$ cat src/rtl/window_collector_if.sv
// window_collector_if
// Stream bundle between the image RAM read port, the window collector and
// the filter/writeback stage.
//   in_valid / in_ready / in_pixel : pixel samples in window slot order
//   out_valid / out_ready          : result handshake
//   out_window                     : 9 slots, slot n at [n*PIX_W +: PIX_W]
//   out_sum                        : unsigned sum of the 9 slots
//   out_addr                       : linear output index of the window
// Modports: slave = the collector, master = the environment driving it.
interface window_collector_if #(
  parameter int PIX_W  = 8,
  parameter int ADDR_W = 12
) ();
  logic                 in_valid;
  logic                 in_ready;
  logic [PIX_W-1:0]     in_pixel;
  logic                 out_valid;
  logic                 out_ready;
  logic [9*PIX_W-1:0]   out_window;
  logic [PIX_W+3:0]     out_sum;
  logic [ADDR_W-1:0]    out_addr;

  modport slave (
    input  in_valid, in_pixel, out_ready,
    output in_ready, out_valid, out_window, out_sum, out_addr
  );

  modport master (
    output in_valid, in_pixel, out_ready,
    input  in_ready, out_valid, out_window, out_sum, out_addr
  );
endinterface

$ cat src/rtl/window_collector.sv
// window_collector
// Consumer end of the 3x3 window address stream. Collects the 9 pixel
// values read back from image RAM for each window (row-major order),
// accumulates their sum and presents window, sum and linear output address
// to the filter/writeback stage.
// Ports:
//   clk    : system clock, rising edge
//   rst    : synchronous reset, active-high
//   start  : begin a frame; only honoured in IDLE or DONE
//   bus    : window_collector_if.slave (pixel input and result output)
//   done   : frame complete, sticky until the next start or rst
module window_collector #(
  parameter int IMG_W  = 50,
  parameter int IMG_H  = 50,
  parameter int PIX_W  = 8,
  parameter int ADDR_W = 12
) (
  input  logic                clk,
  input  logic                rst,
  input  logic                start,
  window_collector_if.slave   bus,
  output logic                done
);

  localparam logic [ADDR_W-1:0] LAST_ADDR = ADDR_W'((IMG_W-2)*(IMG_H-2)-1);
  localparam logic [3:0]        LAST_SLOT = 4'd8;

  typedef enum logic [1:0] {IDLE, COLLECT, HOLD, DONE} state_t;

  state_t               state;
  state_t               state_nxt;
  logic [3:0]           slot_cnt;
  logic [PIX_W+3:0]     acc;
  logic [9*PIX_W-1:0]   window_q;
  logic [PIX_W+3:0]     sum_q;
  logic [ADDR_W-1:0]    addr_q;
  logic                 done_q;
  logic                 in_ready;
  logic                 out_valid;

  logic                 accept;
  logic                 transfer;
  logic                 frame_start;
  logic [PIX_W+3:0]     pix_ext;

  // Handshake qualifiers are derived from the state register directly so
  // they do not depend on the combinational outputs of the FSM process.
  assign accept      = bus.in_valid && (state == COLLECT);
  assign transfer    = bus.out_ready && (state == HOLD);
  assign frame_start = start && ((state == IDLE) || (state == DONE));
  assign pix_ext     = {4'b0000, bus.in_pixel};

  assign bus.in_ready   = in_ready;
  assign bus.out_valid  = out_valid;
  assign bus.out_window = window_q;
  assign bus.out_sum    = sum_q;
  assign bus.out_addr   = addr_q;
  assign done           = done_q;

  // State register.
  always_ff @(posedge clk) begin
    if (rst) begin
      state <= IDLE;
    end else begin
      state <= state_nxt;
    end
  end

  // Next-state and handshake outputs. HOLD is the only state presenting a
  // result, COLLECT the only one taking samples, so the input and output
  // sides never overlap.
  always_comb begin
    state_nxt = state;
    in_ready  = 1'b0;
    out_valid = 1'b0;
    case (state)
      IDLE, DONE: begin
        if (start) begin
          state_nxt = COLLECT;
        end
      end
      COLLECT: begin
        in_ready = 1'b1;
        if (accept && (slot_cnt == LAST_SLOT)) begin
          state_nxt = HOLD;
        end
      end
      HOLD: begin
        out_valid = 1'b1;
        if (bus.out_ready) begin
          state_nxt = (addr_q == LAST_ADDR) ? DONE : COLLECT;
        end
      end
      default: state_nxt = IDLE;
    endcase
  end

  // Datapath. Slots are written straight into the output window register;
  // it is only qualified by out_valid, so partial contents during COLLECT
  // are harmless. The final sum includes the 9th sample on the same edge it
  // is accepted, giving a one-cycle result latency.
  always_ff @(posedge clk) begin
    if (rst) begin
      slot_cnt <= '0;
      acc      <= '0;
      window_q <= '0;
      sum_q    <= '0;
      addr_q   <= '0;
      done_q   <= 1'b0;
    end else begin
      if (frame_start) begin
        slot_cnt <= '0;
        acc      <= '0;
        addr_q   <= '0;
        done_q   <= 1'b0;
      end

      if (accept) begin
        for (int n = 0; n < 9; n++) begin
          if (slot_cnt == 4'(n)) begin
            window_q[n*PIX_W +: PIX_W] <= bus.in_pixel;
          end
        end
        if (slot_cnt == LAST_SLOT) begin
          sum_q    <= acc + pix_ext;
          acc      <= '0;
          slot_cnt <= '0;
        end else begin
          acc      <= acc + pix_ext;
          slot_cnt <= slot_cnt + 4'd1;
        end
      end

      // The address only advances on a transfer that is not the last one,
      // so it parks on the final index until the next frame start.
      if (transfer) begin
        if (addr_q == LAST_ADDR) begin
          done_q <= 1'b1;
        end else begin
          addr_q <= addr_q + 1'b1;
        end
      end
    end
  end

endmodule

$ cat src/flat_wrapper.sv
// flat-port wrapper written by rule: the top's interface ports become plain ports
module window_collector_flat 
#(
  parameter int IMG_W  = 50,
  parameter int IMG_H  = 50,
  parameter int PIX_W  = 8,
  parameter int ADDR_W = 12
)
  (clk, rst, start, done, bus_in_valid, bus_in_pixel, bus_out_ready, bus_in_ready, bus_out_valid, bus_out_window, bus_out_sum, bus_out_addr);
  window_collector_if #(.PIX_W(PIX_W), .ADDR_W(ADDR_W)) bus_i ();
  input  logic clk;
  input  logic rst;
  input  logic start;
  output logic done;
  input wire logic [$bits(bus_i.in_valid)-1:0] bus_in_valid;
  input wire logic [$bits(bus_i.in_pixel)-1:0] bus_in_pixel;
  input wire logic [$bits(bus_i.out_ready)-1:0] bus_out_ready;
  output wire logic [$bits(bus_i.in_ready)-1:0] bus_in_ready;
  output wire logic [$bits(bus_i.out_valid)-1:0] bus_out_valid;
  output wire logic [$bits(bus_i.out_window)-1:0] bus_out_window;
  output wire logic [$bits(bus_i.out_sum)-1:0] bus_out_sum;
  output wire logic [$bits(bus_i.out_addr)-1:0] bus_out_addr;
  assign bus_i.in_valid = bus_in_valid;
  assign bus_i.in_pixel = bus_in_pixel;
  assign bus_i.out_ready = bus_out_ready;
  assign bus_in_ready = bus_i.in_ready;
  assign bus_out_valid = bus_i.out_valid;
  assign bus_out_window = bus_i.out_window;
  assign bus_out_sum = bus_i.out_sum;
  assign bus_out_addr = bus_i.out_addr;
  window_collector #(.IMG_W(IMG_W), .IMG_H(IMG_H), .PIX_W(PIX_W), .ADDR_W(ADDR_W)) u_core (.clk(clk), .rst(rst), .start(start), .bus(bus_i), .done(done));
endmodule
$ cat config.mk
export PLATFORM = sky130hd
export DESIGN_NAME = window_collector_flat
export DESIGN_NICKNAME = d
export VERILOG_FILES = /design/src/rtl/window_collector_if.sv /design/src/rtl/window_collector.sv /design/src/flat_wrapper.sv
export SDC_FILE = /design/constraint.sdc
export NUM_CORES = 1
export LEC_CHECK = 0
export BUFFER_PORTS_ARGS = -buffer_cell sky130_fd_sc_hd__buf_2
export CORE_ASPECT_RATIO = 0.9
export CORE_UTILIZATION = 50
export CTS_CLUSTER_SIZE = 40
export DETAILED_ROUTE_END_ITERATION = 8
export GPL_TIMING_DRIVEN = 0
export PLACE_DENSITY = 0.79
export SYNTH_ARGS = -nofsm -noshare
export SYNTH_HDL_FRONTEND = slang
export SYNTH_SLANG_ARGS = --single-unit
export TNS_END_PERCENT = 1
$ cat constraint.sdc
create_clock -name clk -period 2.8 [get_ports clk]
set_input_delay 0.56 -clock clk [delete_from_list [all_inputs] [get_ports clk]]
set_output_delay 0.56 -clock clk [all_outputs]
set_load 0.1 [all_outputs]
* Word-level counts from Yosys, hierarchy flattened
Cells that the tools add are included.
Storage, ports and cells: bits in registers 115, input port bits 13, output and inout port bits 99, logic and storage cells 71
Operators by class: add/sub/neg operators 3, equal/unequal tests 15, multiplexer cells 19, reductions and logical operators 19
Operator list (number):
- two-way mux 12 bit | 6
- AND reduction 2 bit | 9
- == test 4 x 3 -> 1 bit, second input constant | 4
- adder 12 x 1 -> 12 bit, second input constant | 1
- adder 12 x 8 -> 12 bit | 1
- == test 12 bit, second input constant | 1
- two-way mux 4 bit | 3
- == test 4 x 2 -> 1 bit, second input constant | 2
- two-way mux 2 bit | 4
- inequality test 2 bit, second input constant | 3
- one-hot mux 2 bit (3 select lines) | 1
- two-way mux 1 bit | 5
- adder 4 x 1 -> 4 bit, second input constant | 1
- == test 2 bit, second input constant | 2
- == test 4 x 1 -> 1 bit, second input constant | 1
- == test 4 bit, second input constant | 1
- logical AND 1 bit | 4
- zero test 4 bit | 1
- AND reduction 3 bit | 1
- == test 2 x 1 -> 1 bit, second input constant | 1
- zero test 2 bit | 1
- nonzero test 2 bit | 1
- OR reduction 2 bit | 1
- logical OR 1 bit | 1

* Depth between registers and ports, before layout
depth after elaboration 6, mapped depth 8, gate-level depth less buffers 8

* Worst setup path after synthesis
OpenSTA, ideal clock, no wires.
kind reg2reg, from reg u_core.state[1], to reg u_core.state[0], setup time 0.086 ns, arrival time 2.583 ns, data required time 2.714 ns, slack 0.131 ns, cell stages (with the launch flop) 9, path buffers 1, clock period less this slack 2.669 ns, path through dfxtp_1 inv_1 ha_1 nand2_2 or3_1 buf_2 a221oi_2 nor2_1 a211oi_1
On the way: longest elaborated chain between the ends 5, elaborated cells on any way between the ends 12, those cells by class eq/ne: 6; mux: 1; reduce/logical: 5
Ends and longest elaborated chain:
- from (decl) | RTL line window_collector.sv:30 | state_t state;
- from (signal assigned) | RTL line window_collector.sv:65 | state <= state_nxt;
- == test 2 x 1 -> 1 bit | RTL line window_collector.sv:48, window_collector.sv:76
- logical AND 1 bit | RTL line window_collector.sv:48 | assign accept = bus.in_valid && (state == COLLECT);
- logical AND 1 bit | RTL line window_collector.sv:84 | if (accept && (slot_cnt == LAST_SLOT)) begin
- inequality test 2 bit (no source line)
- AND reduction 3 bit (no source line)
Parallel ways exist; a longest one is shown, timed or not. A chain may end at the register's enable or synchronous reset.

* Final worst setup path
from reg u_core.acc[0], to reg u_core.acc[8]
On the way: longest elaborated chain between the ends 3
Ends and longest elaborated chain:
- from (decl) | RTL line window_collector.sv:33 | logic [PIX_W+3:0] acc;
- from (signal assigned) | RTL line window_collector.sv:129 | acc <= acc + pix_ext;
- adder 12 x 8 -> 12 bit | RTL line window_collector.sv:129
- two-way mux 12 bit | RTL line window_collector.sv:124 | if (slot_cnt == LAST_SLOT) begin
- two-way mux 12 bit | RTL line window_collector.sv:118 | if (accept) begin
No other way between the ends.

==> impl_metrics.py <==
metrics = {
    "run_status": {
        "status": "complete, no violations",
    },
    "die": {
        "dieArea_um2": 10400,
        "die-height_um": 96.7,
        "die_w_um": 107,
        "start_util_pct": 51.6,
        "io_pins": 112,
        "core_um2": 9660,
        "num_rows": 34,
    },
    "critical_path": {
        "r2r-start": "u_core.acc[0]$_SDFFE_PP0P_",
        "crit_cells": 8,
        "cp_top_family": "compound AO/OA/AOI/OAI gates",
        "cp_slowest_cell": "fa_1",
        "endpoint_kind": "flop",
        "critPathBufInv": 1,
        "cp_slowest_stage_delay_ps": 390,
        "critPathArrivalTime_ps": 2820,
        "r2r_cells": 8,
        "critPathLaunchType": "flop",
        "path_cells": "ha_1, inv_1, fa_1, nand2b_1, a211oi_1, o21ai_0, nor4_1, a211o_1",
        "cp-startpoint": "u_core.acc[0]$_SDFFE_PP0P_",
        "worstPathRequired_ps": 3270,
        "critPathKind": "reg -> reg",
        "path_max_fanout": 4,
    },
    "timing": {
        "tightest_slew_ps": 745,
        "finalHoldViolCount": 0,
        "fin_skew_ps": 5.50,
        "setup_viol": 0,
        "rsz0062_at_grt": "false",
        "post-route-min-period_ps": 2350,
        "timing.slew.headroom_pct": 50.3,
        "finalMaxSlewViolations": 0,
        "period_share_pct": 84.0,
        "clock.fmax_mhz": 425,
    },
    "final_layout": {
        "diodes": 0,
        "multiInputGateArea_um2": 2450,
        "layout-drive-gt1-share_pct": 19.6,
        "synthToLayoutAreaGrowth_pct": 25.2,
        "final-seq-area_um2": 2300,
        "final_core_util_pct": 64.6,
        "fin_nets": 785,
        "n_fill_cell": 818,
    },
    "drt": {
        "drc": 0,
        "drt_pass1_iterations": 6,
        "routed_via_density": 5.82,
        "via_count": 5183,
        "final_antenna_net_count": 0,
        "wirelength_um": 14600,
        "routedWlPerCell_um": 16.4,
        "drtIter0Drc": 422,
    },
    "global_route": {
        "grt_max_degree": 17,
        "grt_use_total_pct": 29.0,
        "grt-busiest-layer": "met2",
        "grt_overflow": 0,
        "grtUsageMet3_pct": 8.02,
        "grt_pass1_wl_um": 23300,
        "grt.met1_usage_pct": 37.4,
        "antenna_found_initial": 0,
        "grt_pass1_vias": 4844,
        "met2_usage_pct": 45.6,
    },
    "clock_network": {
        "ctsResizeCount": 0,
        "postCtsHoldBufs": 0,
        "clockRootBuffer": "clkbuf_8",
        "cts_setup_buffers": 0,
        "insertion_delay_ps": 530,
        "htreeDepth": 4,
        "cts_sinks": 115,
        "cts_tree": "built",
        "cts.path.max_buffers": 2,
        "clk_pin_slew_ps": 50,
        "cts_made_buffers": 17,
    },
    "logic_synthesis": {
        "netlist_area_um2": 4980,
        "synth_edf_count": 0,
        "yosysSeqAreaShare_pct": 46.2,
        "synthTopCellsByArea": "dfxtp_1 46%, a21oi_1 10%, nand2_1 8.8%, nand3_1 7.3%, ha_1 4.0%",
        "syn_inst": 627,
        "synth_fp_nets": 657,
        "synth.most_common_cell": "nand2_1",
        "synth_common_cells": "117 x nand2_1, 115 x dfxtp_1, 99 x a21oi_1, 73 x nand3_1, 40 x clkbuf_1",
        "synth_cell_types": 50,
        "yosysWarnings": 0,
        "ys_ff_latch": 115,
        "synth.top_cell.area_share_pct": 46.2,
        "post-synth-top-area-cell": "dfxtp_1",
        "synth.avg_cell_area_um2": 7.94,
        "postSynth.asyncResetShare_pct": 0,
        "synth_ff_type": "dfxtp_1",
    },
    "placed_design": {
        "hpwl_um": 10400,
        "portBuffers": 110,
        "place_congestion": 0.906,
    },
    "power": {
        "p_leak_nw": 2.48,
        "total_power_mw": 4.46,
        "powerDensity_nw_per_um2": 715,
        "ir_drop_uv": 514,
    },
    "run": {
        "maxCapViolations": 0,
    },
    "min_path": {
        "min_from": "bus_in_valid",
        "hold_path_depth": 3,
        "hp-class": "in -> reg",
    },
}
[cell type report]
type                    instances  share of cell area, %
inverters                      13                  0.783
multi-input cells             454                   39.3
flip-flops and latches        115                   36.9
clock buffers                  24                   8.03
repair buffers                110                   8.83
plain buffers                  44                   2.75
clock inverters                 5                  0.803
well taps                     126                   2.53
[stage by stage]
stage                     TNS [ps]  setup WS [ps]  instances  hold WS [ps]  instance area [um2]
after global placement        -930           -279        863           441                 5690
after floorplan                  0            131        627           463                 4980
after CTS                        0            183        892           358                 6240
final                            0            449        891           366                 6230
after detailed placement     -1560           -358        863           447                 5690
after global routing             0            250        891           387                 6230
[power breakdown]
part           leakage [nW]  internal, mW  total (mW)  switching [mW]
clock network         0.278          1.30        2.01           0.715
logic                  1.28         0.167       0.737           0.570
registers             0.927          1.68        1.71          0.0295
[sequential cells by signal, indices dropped and copies added (netlist names)]
signal / count
u_core.bus.out_addr: 12
u_core.done: 1
u_core.bus.out_window: 72
u_core.slot_cnt: 4
u_core.acc: 12
u_core.state: 2
u_core.bus.out_sum: 12
[logic make-up (layout without fill, tap and decap cells)]
family | after synthesis | count (layout) | synth area share (%)
AO/OA/AOI/OAI | 154 | 154 | 17.9
XOR/XNOR | 6 | 6 | 1.06
adder cells (fa/ha/maj) | 17 | 17 | 4.42
buffers and inverters | 58 | 196 | 4.50
flip-flops | 115 | 115 | 46.2
multiplexers | 2 | 2 | 0.427
AND/OR/NAND/NOR | 275 | 275 | 25.4
[worst min-delay path: cells and delay by family]
kind / cells / cell delay [ps]
buf+inv: 1 / 120
compound gates: 1 / 100
simple gates: 1 / 80
[metal layers]
| metal | part of all wire [%] | routed length, um |
|---|---|---|
| met2 | 46 | 6700 |
| met3 | 8.9 | 1290 |
| met1 | 43 | 6270 |
| met5 | 0 | 0 |
| met4 | 2.1 | 309 |
[layout by cell type, fill, tap and decap left out, types with 3 or more instances in the layout]
master / Yosys / final
nand2_1: 117 / 117
dfxtp_1: 115 / 115
buf_2: 2 / 112
a21oi_1: 99 / 99
nand3_1: 73 / 73
clkbuf_1: 40 / 40
nor2_1: 38 / 38
ha_1: 16 / 16
clkbuf_16: 0 / 16
inv_1: 13 / 13
o21ai_0: 9 / 9
nand3b_1: 9 / 9
nor3_1: 7 / 7
a211oi_1: 7 / 7
a22oi_1: 7 / 7
clkbuf_8: 0 / 7
a31oi_1: 6 / 6
o21ai_1: 6 / 6
nand4_1: 5 / 5
nor4_1: 5 / 5
xor2_1: 5 / 5
or3_1: 4 / 4
clkinv_2: 0 / 4
o211ai_1: 3 / 3
[path summary, 6_finish.rpt]
| check | end | slack [ps] |
|---|---|---|
| setup / recovery | u_core.acc[8]$_SDFFE_PP0P_ | 450 |
| hold / removal | u_core.slot_cnt[1]$_SDFFE_PP0P_ | 370 |
| setup reg to reg | u_core.acc[8]$_SDFFE_PP0P_ | 450 |
| hold reg to reg | u_core.bus.out_window[25]$_SDFFE_PP0P_ | 450 |
Note: power is estimated with default switching activity, not from simulation.
